--- config.mk ---
export PLATFORM = sky130hd
export DESIGN_NAME = varredor_matriz_pisca_flat
export DESIGN_NICKNAME = d
export VERILOG_FILES = /design/src/rtl/varredor_matriz_pisca_if.sv /design/src/rtl/varredor_matriz_pisca.sv /design/src/flat_wrapper.sv
export SDC_FILE = /design/constraint.sdc
export NUM_CORES = 1
export LEC_CHECK = 0
export CAP_MARGIN = 0
export CORE_AREA = 3 3 113 61
export DETAILED_ROUTE_END_ITERATION = 10
export DIE_AREA = 0 0 116 64
export GPL_TIMING_DRIVEN = 0
export PLACE_DENSITY = 0.68
export RECOVER_POWER = 25
export SLEW_MARGIN = 20
export SYNTH_ARGS = -nofsm -noshare
export SYNTH_HDL_FRONTEND = slang
export SYNTH_SLANG_ARGS = --single-unit
--- constraint.sdc ---
create_clock -name clock -period 2.36 [get_ports clock]
set_input_delay 0.354 -clock clock [delete_from_list [all_inputs] [get_ports clock]]
set_output_delay 0.354 -clock clock [all_outputs]
set_load 0.1 [all_outputs]
--- src/rtl/varredor_matriz_pisca_if.sv ---
// Matrix-driver bus: scan enable, steady/blink column maps, flash request,
// and the registered row/column drive coming back from the driver.
interface varredor_matriz_pisca_if;
  logic       enable;
  logic [6:0] mapa0;
  logic [6:0] mapa1;
  logic [6:0] mapa2;
  logic [6:0] mapa3;
  logic [6:0] mapa4;
  logic [6:0] pisca0;
  logic [6:0] pisca1;
  logic [6:0] pisca2;
  logic [6:0] pisca3;
  logic [6:0] pisca4;
  logic       flash_all;
  logic [6:0] linhas;
  logic [4:0] colunas;
  logic [2:0] coluna_atual;
  logic       fase;

  modport master (
    output enable, mapa0, mapa1, mapa2, mapa3, mapa4,
           pisca0, pisca1, pisca2, pisca3, pisca4, flash_all,
    input  linhas, colunas, coluna_atual, fase
  );

  modport slave (
    input  enable, mapa0, mapa1, mapa2, mapa3, mapa4,
           pisca0, pisca1, pisca2, pisca3, pisca4, flash_all,
    output linhas, colunas, coluna_atual, fase
  );
endinterface

--- src/rtl/varredor_matriz_pisca.sv ---
// Time-multiplexed 7x5 LED matrix driver with a steady plane, a blink plane
// and a whole-matrix flash; one blank clock precedes every lit column.
module varredor_matriz_pisca #(
  parameter int unsigned PRESCALE     = 4,
  parameter int unsigned BLINK_CYCLES = 381
) (
  input logic                     clock,
  input logic                     reset,
  varredor_matriz_pisca_if.slave  bus
);

  localparam int unsigned CNT_W  = 8;
  localparam int unsigned BCNT_W = 16;
  localparam int unsigned COL_W  = 3;
  localparam int unsigned ROWS   = 7;
  localparam int unsigned COLS   = 5;

  localparam logic [CNT_W-1:0]  CNT_LAST  = CNT_W'(PRESCALE - 1);
  localparam logic [BCNT_W-1:0] BCNT_LAST = BCNT_W'(BLINK_CYCLES - 1);
  localparam logic [COL_W-1:0]  COL_LAST  = COL_W'(COLS - 1);
  localparam logic [COLS-1:0]   COLS_OFF  = '1;

  // Scan and blink state
  logic [CNT_W-1:0]  cnt,  cnt_nx;
  logic [COL_W-1:0]  col,  col_nx;
  logic [BCNT_W-1:0] bcnt, bcnt_nx;
  logic              fase, fase_nx;

  // Registered matrix drive
  logic [ROWS-1:0]   linhas,       linhas_nx;
  logic [COLS-1:0]   colunas,      colunas_nx;
  logic [COL_W-1:0]  coluna_atual, coluna_atual_nx;

  // Column slice of both planes for the column currently being scanned
  logic [ROWS-1:0]   mapa_sel_c;
  logic [ROWS-1:0]   pisca_sel_c;
  logic [ROWS-1:0]   pixels_c;

  always_comb begin
    mapa_sel_c  = '0;
    pisca_sel_c = '0;
    case (col)
      3'd0: begin mapa_sel_c = bus.mapa0; pisca_sel_c = bus.pisca0; end
      3'd1: begin mapa_sel_c = bus.mapa1; pisca_sel_c = bus.pisca1; end
      3'd2: begin mapa_sel_c = bus.mapa2; pisca_sel_c = bus.pisca2; end
      3'd3: begin mapa_sel_c = bus.mapa3; pisca_sel_c = bus.pisca3; end
      3'd4: begin mapa_sel_c = bus.mapa4; pisca_sel_c = bus.pisca4; end
      default: begin mapa_sel_c = '0; pisca_sel_c = '0; end
    endcase
  end

  // Flash gates the union of both planes; otherwise only the blink plane is gated
  always_comb begin
    pixels_c = '0;
    if (bus.flash_all) begin
      pixels_c = (mapa_sel_c | pisca_sel_c) & {ROWS{fase}};
    end else begin
      pixels_c = mapa_sel_c | (pisca_sel_c & {ROWS{fase}});
    end
  end

  // Next-state and next-output logic; disabled scan behaves exactly like reset
  always_comb begin
    cnt_nx          = '0;
    col_nx          = '0;
    bcnt_nx         = '0;
    fase_nx         = 1'b0;
    linhas_nx       = '0;
    colunas_nx      = COLS_OFF;
    coluna_atual_nx = '0;

    if (bus.enable) begin
      if (cnt == CNT_LAST) begin
        cnt_nx = '0;
        col_nx = (col == COL_LAST) ? '0 : col + COL_W'(1);
      end else begin
        cnt_nx = cnt + CNT_W'(1);
        col_nx = col;
      end

      if (bcnt == BCNT_LAST) begin
        bcnt_nx = '0;
        fase_nx = ~fase;
      end else begin
        bcnt_nx = bcnt + BCNT_W'(1);
        fase_nx = fase;
      end

      // Slot 0 of every column is blank so the old column never ghosts into the new one
      if (cnt == '0) begin
        linhas_nx  = '0;
        colunas_nx = COLS_OFF;
      end else begin
        linhas_nx  = pixels_c;
        colunas_nx = ~(COLS'(1) << col);
      end
      coluna_atual_nx = col;
    end
  end

  always_ff @(posedge clock) begin
    if (reset) begin
      cnt          <= '0;
      col          <= '0;
      bcnt         <= '0;
      fase         <= 1'b0;
      linhas       <= '0;
      colunas      <= COLS_OFF;
      coluna_atual <= '0;
    end else begin
      cnt          <= cnt_nx;
      col          <= col_nx;
      bcnt         <= bcnt_nx;
      fase         <= fase_nx;
      linhas       <= linhas_nx;
      colunas      <= colunas_nx;
      coluna_atual <= coluna_atual_nx;
    end
  end

  assign bus.linhas       = linhas;
  assign bus.colunas      = colunas;
  assign bus.coluna_atual = coluna_atual;
  assign bus.fase         = fase;

endmodule
--- src/flat_wrapper.sv ---
// flat-port wrapper written by rule: the top's interface ports become plain ports
module varredor_matriz_pisca_flat 
#(
  parameter int unsigned PRESCALE     = 4,
  parameter int unsigned BLINK_CYCLES = 381
)
  (clock, reset, bus_enable, bus_mapa0, bus_mapa1, bus_mapa2, bus_mapa3, bus_mapa4, bus_pisca0, bus_pisca1, bus_pisca2, bus_pisca3, bus_pisca4, bus_flash_all, bus_linhas, bus_colunas, bus_coluna_atual, bus_fase);
  varredor_matriz_pisca_if bus_i ();
  input logic clock;
  input logic reset;
  input wire logic [$bits(bus_i.enable)-1:0] bus_enable;
  input wire logic [$bits(bus_i.mapa0)-1:0] bus_mapa0;
  input wire logic [$bits(bus_i.mapa1)-1:0] bus_mapa1;
  input wire logic [$bits(bus_i.mapa2)-1:0] bus_mapa2;
  input wire logic [$bits(bus_i.mapa3)-1:0] bus_mapa3;
  input wire logic [$bits(bus_i.mapa4)-1:0] bus_mapa4;
  input wire logic [$bits(bus_i.pisca0)-1:0] bus_pisca0;
  input wire logic [$bits(bus_i.pisca1)-1:0] bus_pisca1;
  input wire logic [$bits(bus_i.pisca2)-1:0] bus_pisca2;
  input wire logic [$bits(bus_i.pisca3)-1:0] bus_pisca3;
  input wire logic [$bits(bus_i.pisca4)-1:0] bus_pisca4;
  input wire logic [$bits(bus_i.flash_all)-1:0] bus_flash_all;
  output wire logic [$bits(bus_i.linhas)-1:0] bus_linhas;
  output wire logic [$bits(bus_i.colunas)-1:0] bus_colunas;
  output wire logic [$bits(bus_i.coluna_atual)-1:0] bus_coluna_atual;
  output wire logic [$bits(bus_i.fase)-1:0] bus_fase;
  assign bus_i.enable = bus_enable;
  assign bus_i.mapa0 = bus_mapa0;
  assign bus_i.mapa1 = bus_mapa1;
  assign bus_i.mapa2 = bus_mapa2;
  assign bus_i.mapa3 = bus_mapa3;
  assign bus_i.mapa4 = bus_mapa4;
  assign bus_i.pisca0 = bus_pisca0;
  assign bus_i.pisca1 = bus_pisca1;
  assign bus_i.pisca2 = bus_pisca2;
  assign bus_i.pisca3 = bus_pisca3;
  assign bus_i.pisca4 = bus_pisca4;
  assign bus_i.flash_all = bus_flash_all;
  assign bus_linhas = bus_i.linhas;
  assign bus_colunas = bus_i.colunas;
  assign bus_coluna_atual = bus_i.coluna_atual;
  assign bus_fase = bus_i.fase;
  varredor_matriz_pisca #(.PRESCALE(PRESCALE), .BLINK_CYCLES(BLINK_CYCLES)) u_core (.clock(clock), .reset(reset), .bus(bus_i));
endmodule
After elaboration in Yosys (flattened, before gate mapping)
Cells that the tools add are included.
Storage, ports and cells
  output and inout bits: 16
  register bits: 43
  latch bits: 0
  RAM bits: 0
  bits in read-only memories: 0
  memories: 0
Operators by class
  reductions and logical operators: 6
  multipliers: 0
  bitwise operators: 7
  mux-type cells: 4
  $add $sub $neg: 3
  shift-type cells: 1
  divide/modulo/power cells: 0
  equal/unequal tests: 6
  order comparisons: 0
Operator list (number)
  $pmux W7 S5: 2
  $add A16 B1 Y16 const B: 1
  $eq A16 B9 Y1 const B: 1
  $and A7 B7 Y7: 2
  $or A7 B7 Y7: 2
  $reduce_or A3 Y1: 3
  $add A8 B1 Y8 const B: 1
  $eq A8 B2 Y1 const B: 1
  $logic_not A8 Y1: 1
  $mux W7: 1
  $eq A3 B2 Y1 const B: 2
  $not A5 Y5: 1
  $shl A1 B3 Y5 const A: 1
  $add A3 B1 Y3 const B: 1
  $eq A3 B1 Y1 const B: 1
  $eq A3 B3 Y1 const B: 1
  $logic_not A3 Y1: 1
  $mux W3: 1
  $not A1 Y1: 2
  $reduce_or A2 Y1: 1

Longest topological paths before layout
Gate-level depths: netlist of the first run.
  word-level depth: 5
  mapped depth: 8
  depth with buffers taken out: 6

Worst setup path after synthesis of the first run
OpenSTA, ideal clock, no wires.
  path type: reg-to-reg
  start: register u_core.fase, in the netlist u_core.bus.fase
  end: register u_core.linhas[1], in the netlist u_core.bus.linhas[1]
  path slack: 0.371 ns
  buffers on the path: 2
  data required time: 2.301 ns
  setup time: 0.059 ns
  arrival: 1.929 ns
  stages on the path, launching flop included: 6
  cells stage by stage: dfxtp_1 clkbuf_1 clkbuf_1 nand2_1 nor2_1 o31a_1
Between the ends
  word-level cells in the longest chain between the ends: 3
  elaborated cells between the ends (all ways): 4
  classes of those cells: mux: 1; bitwise: 3
Ends and longest elaborated chain
  from (decl): line varredor_matriz_pisca.sv:27  | logic fase, fase_nx;
  from (signal assigned): line varredor_matriz_pisca.sv:114  | fase <= fase_nx;
  $and A7 B7 Y7: line varredor_matriz_pisca.sv:58  | pixels_c = mapa_sel_c | (pisca_sel_c & {ROWS{fase}});
  $or A7 B7 Y7: line varredor_matriz_pisca.sv:58
  $mux W7 (*): line varredor_matriz_pisca.sv:55  | if (bus.flash_all) begin
  to (signal assigned): line varredor_matriz_pisca.sv:115  | linhas <= linhas_nx;
  to (decl): line varredor_matriz_pisca.sv:30  | logic [ROWS-1:0] linhas, linhas_nx;
Mark *: on every way between the ends. The rest lies on a longest branch, timed or not.
A chain may end at the register's enable or synchronous reset.

Worst setup path after layout of the first run
  start: register u_core.fase, in the netlist u_core.bus.fase
  end: output port bus_fase
RTL lines
  to (decl): line flat_wrapper.sv:26  | output wire logic [$bits(bus_i.fase)-1:0] bus_fase;
No word-level cell between the ends.

==> impl_metrics.ini, run 1 <==
[timing]
timing_max_transition_violations_final = 0
fin_skew_ns = 0.00367
worst_slew_margin_rel_pct = 32.6
grt_setup_unrepaired = false
post-route-min-period_ns = 2.10
hold-worst-slack_ns = 0.469
tightestPinTransition_ns = 1.01
timing_hold_violations_final = 0
tns_ns = 0
timing.fmax_mhz = 477
setup-violations-final = 0
final.period_utilization_pct = 88.8

[global_route]
via_count_of_the_first_global_routing_pass = 2058
antenna_found_initial = 0
global_route_overflow = 0
global_route.usage.total_pct = 16.3
grt_first_pass_wirelength_mm = 9.60
largest_net_degree_at_the_start_of_global_routing = 14

[logic_synthesis]
synth_edf_count = 0
ys_top_cells_by_area = sky130_fd_sc_hd__dfxtp_1, sky130_fd_sc_hd__nor2_1, sky130_fd_sc_hd__a222oi_1
synthTopCellsByCount = sky130_fd_sc_hd__nor2_1, sky130_fd_sc_hd__dfxtp_1, sky130_fd_sc_hd__a21oi_1
ys_seq_elements = 43
post_synth.cell_area_avg_sq_um = 8.58
synthesis_warnings = 0
netlist_instances = 242
synth_nets = 325
synth_most_common_cell = sky130_fd_sc_hd__nor2_1
synth.yosys.seq_area_share_pct = 41.5
synth_largest_area_cell = sky130_fd_sc_hd__dfxtp_1
mappedNetlistArea_sq_um = 2080
synth.lib_cells_used.distinct = 34
async_set_or_reset_register_ratio_after_synthesis_pct = 0
synthFlopType = sky130_fd_sc_hd__dfxtp_1
yosys.area.top_type_share_pct = 41.5

[setup_path]
timing.critical_path.slowest_stage_cell = sky130_fd_sc_hd__clkdlybuf4s50_1
arrival_ns = 1.74
reg2reg_to = u_core.bus.linhas[1]$_SDFF_PP0_
cp_data_required_time_ns = 2.01
worst-setup-path-type = reg2out
critPathMaxFanout = 2
critPathCaptureType = primary output
ordered_list_of_cells_on_the_worst_path = clkdlybuf4s50_1
cpLargestDelayFamily = buffers and inverters
worst-path-buf-inv = 1
r2r.worst_path.cells = 7
ff2ff_setup_slack_ns = 0.31
max_stage_delay_ns = 1.14
startpoint_type = flip-flop
r2r-start = u_core.col[0]$_SDFFE_PP0P_

[final_layout]
final_net_count = 421
synthToLayoutAreaGrowth_pct = 56.7
area.sequential_sq_um = 861
multi_input_gate_area_in_the_final_layout_sq_um = 1130
drive_gt1_share_pct = 2.95
antenna-diode-count = 0
fillerInstances = 544

[min_path]
hold_class = reg2reg
min_from = u_core.bcnt[0]$_SDFF_PP0_
min_delay_worst_endpoint = u_core.bcnt[0]$_SDFF_PP0_
min_delay_path_depth = 1

[route]
avgViaCountPerCell = 5.07
first_pass_iters = 5
postRouteAntennaNets = 0
wl_mm = 6.00
number_of_drc_violations_after_detailed_routing = 0
wl_per_cell_microns = 14.4
num_vias = 2110
detailedRoute.firstIterationViolations = 100

[die]
fp.coreArea_sq_um = 5960
die_area_sq_um = 7420
ios = 90
row_count = 20
initial_core_util_pct = 34.9
fp.dieW_microns = 116
dieHeight_microns = 64

[place]
routabilityCongestion = 0.929
port_buffers = 89
hpwl_mm = 4.74

[clock_network]
cts_made_buffers = 5
clock-sinks = 43
worst_skew_pair.late_latency_ns = 0.28
root_buffer = sky130_fd_sc_hd__clkbuf_16
worst_path_clk_slew_ns = 0.06
clock_tree.htree_level_count = 2
cts_tree = built
post_cts_buffers = 0
cts_max_path_buffers = 2
postCtsResizedCells = 0
cts_hold_buffers = 0

[job]
drv.max_cap_violation_count = 0

[power]
pwr_density_cell_nw_per_um2 = 551
vdd.ir_drop.worst_mv = 0.283
p_leak_nw = 1.15

[status]
status = complete, no violations
metal layers:
layer  share of wire (%)  wire length, microns  vias to the layer above  GRT usage, %
met2                  48                  2910                       65          28.4
met4                 1.5                    93                        0          4.92
li1                    -                     -                     1065             -
met1                  43                  2590                      971          20.0
met3                 6.7                   405                        9          3.69
met5                   0                     0                        -             0
power breakdown:
part	switching [mW]	internal, mW	total [mW]
Sequential	0.00445	0.731	0.736
Clock	0.259	0.606	0.865
Combinational	0.0610	0.129	0.189
cell usage in the layout, fill, tap and decap left out, types with 2 or more instances in the layout:
master	netlist	final
sky130_fd_sc_hd__a21oi_1	17	17
sky130_fd_sc_hd__and2_1	2	2
sky130_fd_sc_hd__xor2_1	9	9
sky130_fd_sc_hd__o22ai_1	7	7
sky130_fd_sc_hd__xnor2_1	11	11
sky130_fd_sc_hd__bufinv_16	0	2
sky130_fd_sc_hd__nand2_1	16	16
sky130_fd_sc_hd__o31a_1	7	7
sky130_fd_sc_hd__a222oi_1	14	14
sky130_fd_sc_hd__and3_1	5	5
sky130_fd_sc_hd__dfxtp_1	43	43
sky130_fd_sc_hd__nand2b_1	2	2
sky130_fd_sc_hd__nor2_1	44	44
sky130_fd_sc_hd__nand4_1	2	2
sky130_fd_sc_hd__clkdlybuf4s50_1	0	88
sky130_fd_sc_hd__clkbuf_16	0	5
sky130_fd_sc_hd__nand3_1	10	10
sky130_fd_sc_hd__ha_1	9	9
sky130_fd_sc_hd__clkbuf_1	10	11
sky130_fd_sc_hd__nor4_1	4	4
sky130_fd_sc_hd__nor3_1	5	5
sky130_fd_sc_hd__inv_1	10	10
how the worst max path moves through the flow:
stage	startpoint	to	slack [ns]	depth (start not counted)
finish	u_core.bus.fase$_SDFFE_PP0P_	bus_fase	0.26	1
global placement	reset	u_core.bus.linhas[1]$_SDFF_PP0_	0.16	7
global route	reset	u_core.bus.linhas[1]$_SDFF_PP0_	0.15	7
detailed placement	reset	u_core.bus.linhas[1]$_SDFF_PP0_	0.15	7
floorplan	u_core.bus.fase$_SDFFE_PP0P_	u_core.bus.linhas[1]$_SDFF_PP0_	0.37	5
CTS	u_core.bus.fase$_SDFFE_PP0P_	bus_fase	0.24	1
metrics by stage:
step	std cells	power (mW)	area (sq um)	worst slack (ns)	utilization, %
3_3_place_gp	408	0.939	3060	0.157	51.4
2_1_floorplan	242	0.804	2080	0.371	-
6_report	416	1.79	3250	0.264	54.6
5_1_grt	416	1.87	3250	0.146	54.6
3_5_place_dp	408	0.942	3060	0.149	51.4
4_1_cts	416	1.81	3250	0.236	54.6
registers in the layout, summed over array words and instances (netlist names):
name                     count
u_core.bcnt                 16
u_core.cnt                   8
u_core.bus.coluna_atual      3
u_core.col                   3
u_core.bus.fase              1
u_core.bus.linhas            7
u_core.bus.colunas           5
cells by family after synthesis:
| logic type | share of synthesized area (%) |
|---|---|
| muxes | 0.482 |
| buffers and inverters | 3.86 |
| AOI/OAI and AO/OA | 16.8 |
| adders and majority gates | 5.43 |
| DFF | 41.5 |
| xor gates and xnor gates | 8.44 |
| and+or+nand+nor | 23.5 |
layout make-up:
cell class / instances / share of cell area [%]
plain buffers: 11 / 1.31
multi-input cells: 178 / 34.9
clock inverters: 2 / 1.85
inverters: 10 / 1.15
flip-flops and latches: 43 / 26.5
well taps: 77 / 2.96
repair buffers: 89 / 27.4
clock buffers: 6 / 3.96
worst reg2reg max path: stages, from the launching register on:
cell and delay [ns]:
sky130_fd_sc_hd__dfxtp_1 0.38, sky130_fd_sc_hd__inv_1 0.12, sky130_fd_sc_hd__ha_1 0.22, sky130_fd_sc_hd__clkbuf_1 0.21, sky130_fd_sc_hd__clkbuf_1 0.28, sky130_fd_sc_hd__a222oi_1 0.39
sky130_fd_sc_hd__nor2_1 0.09, sky130_fd_sc_hd__o31a_1 0.25
No activity file was read; power rests on OpenSTA's default activity.
==> inputs of run 2 (changes only) <==
--- a/config.mk
+++ b/config.mk
@@ -5,7 +5,7 @@
 export SDC_FILE = /design/constraint.sdc
 export NUM_CORES = 1
 export LEC_CHECK = 0
-export CAP_MARGIN = 0
+export CAP_MARGIN = 5
 export CORE_AREA = 3 3 113 61
 export DETAILED_ROUTE_END_ITERATION = 10
 export DIE_AREA = 0 0 116 64
==> results of run 2 <==
Final layout, timing and power as in run 1 (identical DEF).
==> RTL edit, RTL diff (flow settings as in run 1) <==
Change the localparam `CNT_W` from 8 to 10.
--- a/src/rtl/varredor_matriz_pisca.sv
+++ b/src/rtl/varredor_matriz_pisca.sv
@@ -9,7 +9,7 @@
   varredor_matriz_pisca_if.slave  bus
 );
 
-  localparam int unsigned CNT_W  = 8;
+  localparam int unsigned CNT_W  = 10;
   localparam int unsigned BCNT_W = 16;
   localparam int unsigned COL_W  = 3;
   localparam int unsigned ROWS   = 7;
Formal check against the unedited RTL: same outputs for any inputs over 10 cycles, from zero or initial values; that may be too few to reach the edited logic, so the function may still have changed.
==> RTL edit against run 1 <==
- setup slack worse by 3.6 ps
- global-route usage up 0.61 points
- routed wire length rose by 8.6%
- cell count up 4.1%
- via count up 6.1%
- clock power shrank 23%
- area after synthesis rose by 7.8%
- cell area increased by 2.9%
- sequential cell count is 2 higher
- power fell by 9.3%
==> RTL edit: results (changes against run 1) <==
### Outcome
* finished, final reports clean — result of the run, unchanged

### Synthesis
* sky130_fd_sc_hd__nor2_1, sky130_fd_sc_hd__dfxtp_1, sky130_fd_sc_hd__nand2_1, sky130_fd_sc_hd__a21oi_1 — most numerous cell types in the synthesized netlist, was sky130_fd_sc_hd__nor2_1, sky130_fd_sc_hd__dfxtp_1, sky130_fd_sc_hd__a21oi_1, sky130_fd_sc_hd__nand2_1, sky130_fd_sc_hd__a222oi_1
* 0 — async set-or-reset flop fraction in the synthesized netlist, unchanged
* 0 — number of synthesis warnings, unchanged
* 43 — count of unique library cells instantiated by Yosys, was 34
* 0.402 — portion of the post-synthesis area used by sequential elements, was 0.415
* sky130_fd_sc_hd__dfxtp_1, sky130_fd_sc_hd__nor2_1, sky130_fd_sc_hd__a222oi_1 — biggest area contributors in the synthesized netlist, unchanged
* 342 — synthesized net count, was 325

### Layout
* 438 — Layout Nets, was 421
* 0.0449 — share of layout cells above drive strength 1, was 0.0295
* u_core.bcnt (16), u_core.cnt (10), u_core.bus.linhas (7) — Regs by FF count, was u_core.bcnt (16), u_core.cnt (8), u_core.bus.linhas (7)

### Setup path
* sky130_fd_sc_hd__clkdlybuf4s50_1 — slowest cell on the critical path, unchanged
* buffers and inverters — cell class contributing the biggest share of worst-path delay, unchanged
* 7 — number of cells traversed by the worst register-to-register path, unchanged
* 2 — highest fanout seen on the critical path, unchanged

### Drt
* 5 — TritonRoute pass-1 iters, unchanged
* 6520 um — DRT Wirelength, was 6000 um
* 5.17 — vias per cell, was 5.07
* 70 — number of DRC markers after the initial detailed-route iteration, was 100

### Min path
* 1 — Worst Hold Path Cells, unchanged
* flop to flop — class of the tightest hold or removal check, unchanged

### Clock tree
* 2 — maximum level of the CTS H-tree, unchanged
* 60 ps — CTS clock-pin slew for the worst setup and hold paths, about the same
* 0 — Post-CTS Resized, unchanged
* sky130_fd_sc_hd__clkbuf_16 — buffer cell driving the clock tree root, unchanged
* 2 — buffer depth of the longest clock path, unchanged
* 280 ps — Worst-Skew Late Latency, about the same
* 0 — post-CTS repair timing setup buffer count, unchanged

### Place
* 0.847 — gpl congestion, was 0.929
* 5110 um — HPWL Detailed, was 4740 um
* 0.00323 mm2 — placed cell area, was 0.00306 mm2
* 193 ps — worst slack at placement, was 149 ps

### Global route
* 2209 — number of global-route vias before repair, was 2058
* 0.169 — combined global-route utilization of all metal layers, was 0.163
* 0 — initial antenna violation count, unchanged
* 14 — largest net degree at the start of global routing, unchanged
* 10200 um — global-route wire length before repair, was 9600 um

### STA
* 4.22 ps — Worst Skew, was 3.67 ps
* 1010 ps — slew of the pin with the lowest slew margin, about the same

### Power
* 0.258 mV — peak ir drop on the vdd network, was 0.283 mV
* 1.13 nW — static leakage, was 1.15 nW

[RTL edit: layout make-up]
cell class	count	area [um2]
fillers	573	2610
multi-input cells	193	1230
flip-flops and latches	45	901
repair buffers	89	891
clock buffers	7	133
well taps	77	96.3
plain buffers	11	50.0
inverters	10	37.5
clock inverters	1	7.51
[RTL edit: stage by stage]
| step | cells | hold WS [ps] | total power, W | util |
|---|---|---|---|---|
| global placement | 425 | 464 | 0.000975 | 0.542 |
| CTS | 433 | 500 | 0.00164 | 0.565 |
| finish | 433 | 489 | 0.00162 | 0.562 |
| floorplan | 259 | 441 | 0.000840 | - |
| detailed placement | 425 | 486 | 0.000977 | 0.542 |
| global route | 433 | 535 | 0.00168 | 0.562 |
[RTL edit: worst paths after layout]
path	startpoint	to	slack [ps]
setup / recovery	u_core.bus.fase	bus_fase	260
hold / removal	u_core.cnt[0]	u_core.cnt[0]	490
setup reg to reg	u_core.col[0]	u_core.bus.linhas[1]	370
hold reg to reg	u_core.cnt[0]	u_core.cnt[0]	490
[RTL edit: metal layers]
layer,up-vias,global-route usage,share of wire
met5,-,0,0
met4,0,0.0420,0.016
met3,8,0.0284,0.054
met2,64,0.309,0.48
met1,1041,0.205,0.45
li1,1126,-,-
[RTL edit: cell families after synthesis]
family / after synthesis / synth area share
DFF: 45 / 0.402
xor gates and xnor gates: 20 / 0.0783
buffers and inverters: 21 / 0.0391
adders and majority gates: 9 / 0.0503
AOI/OAI and AO/OA: 55 / 0.179
and+or+nand+nor: 108 / 0.246
muxes: 1 / 0.00447
[RTL edit: where the power goes]
group	switching, W	leakage, nW	internal, W
registers	0.00000531	0.363	0.000765
clock network	0.000271	0.0641	0.000393
logic	0.0000621	0.706	0.000128
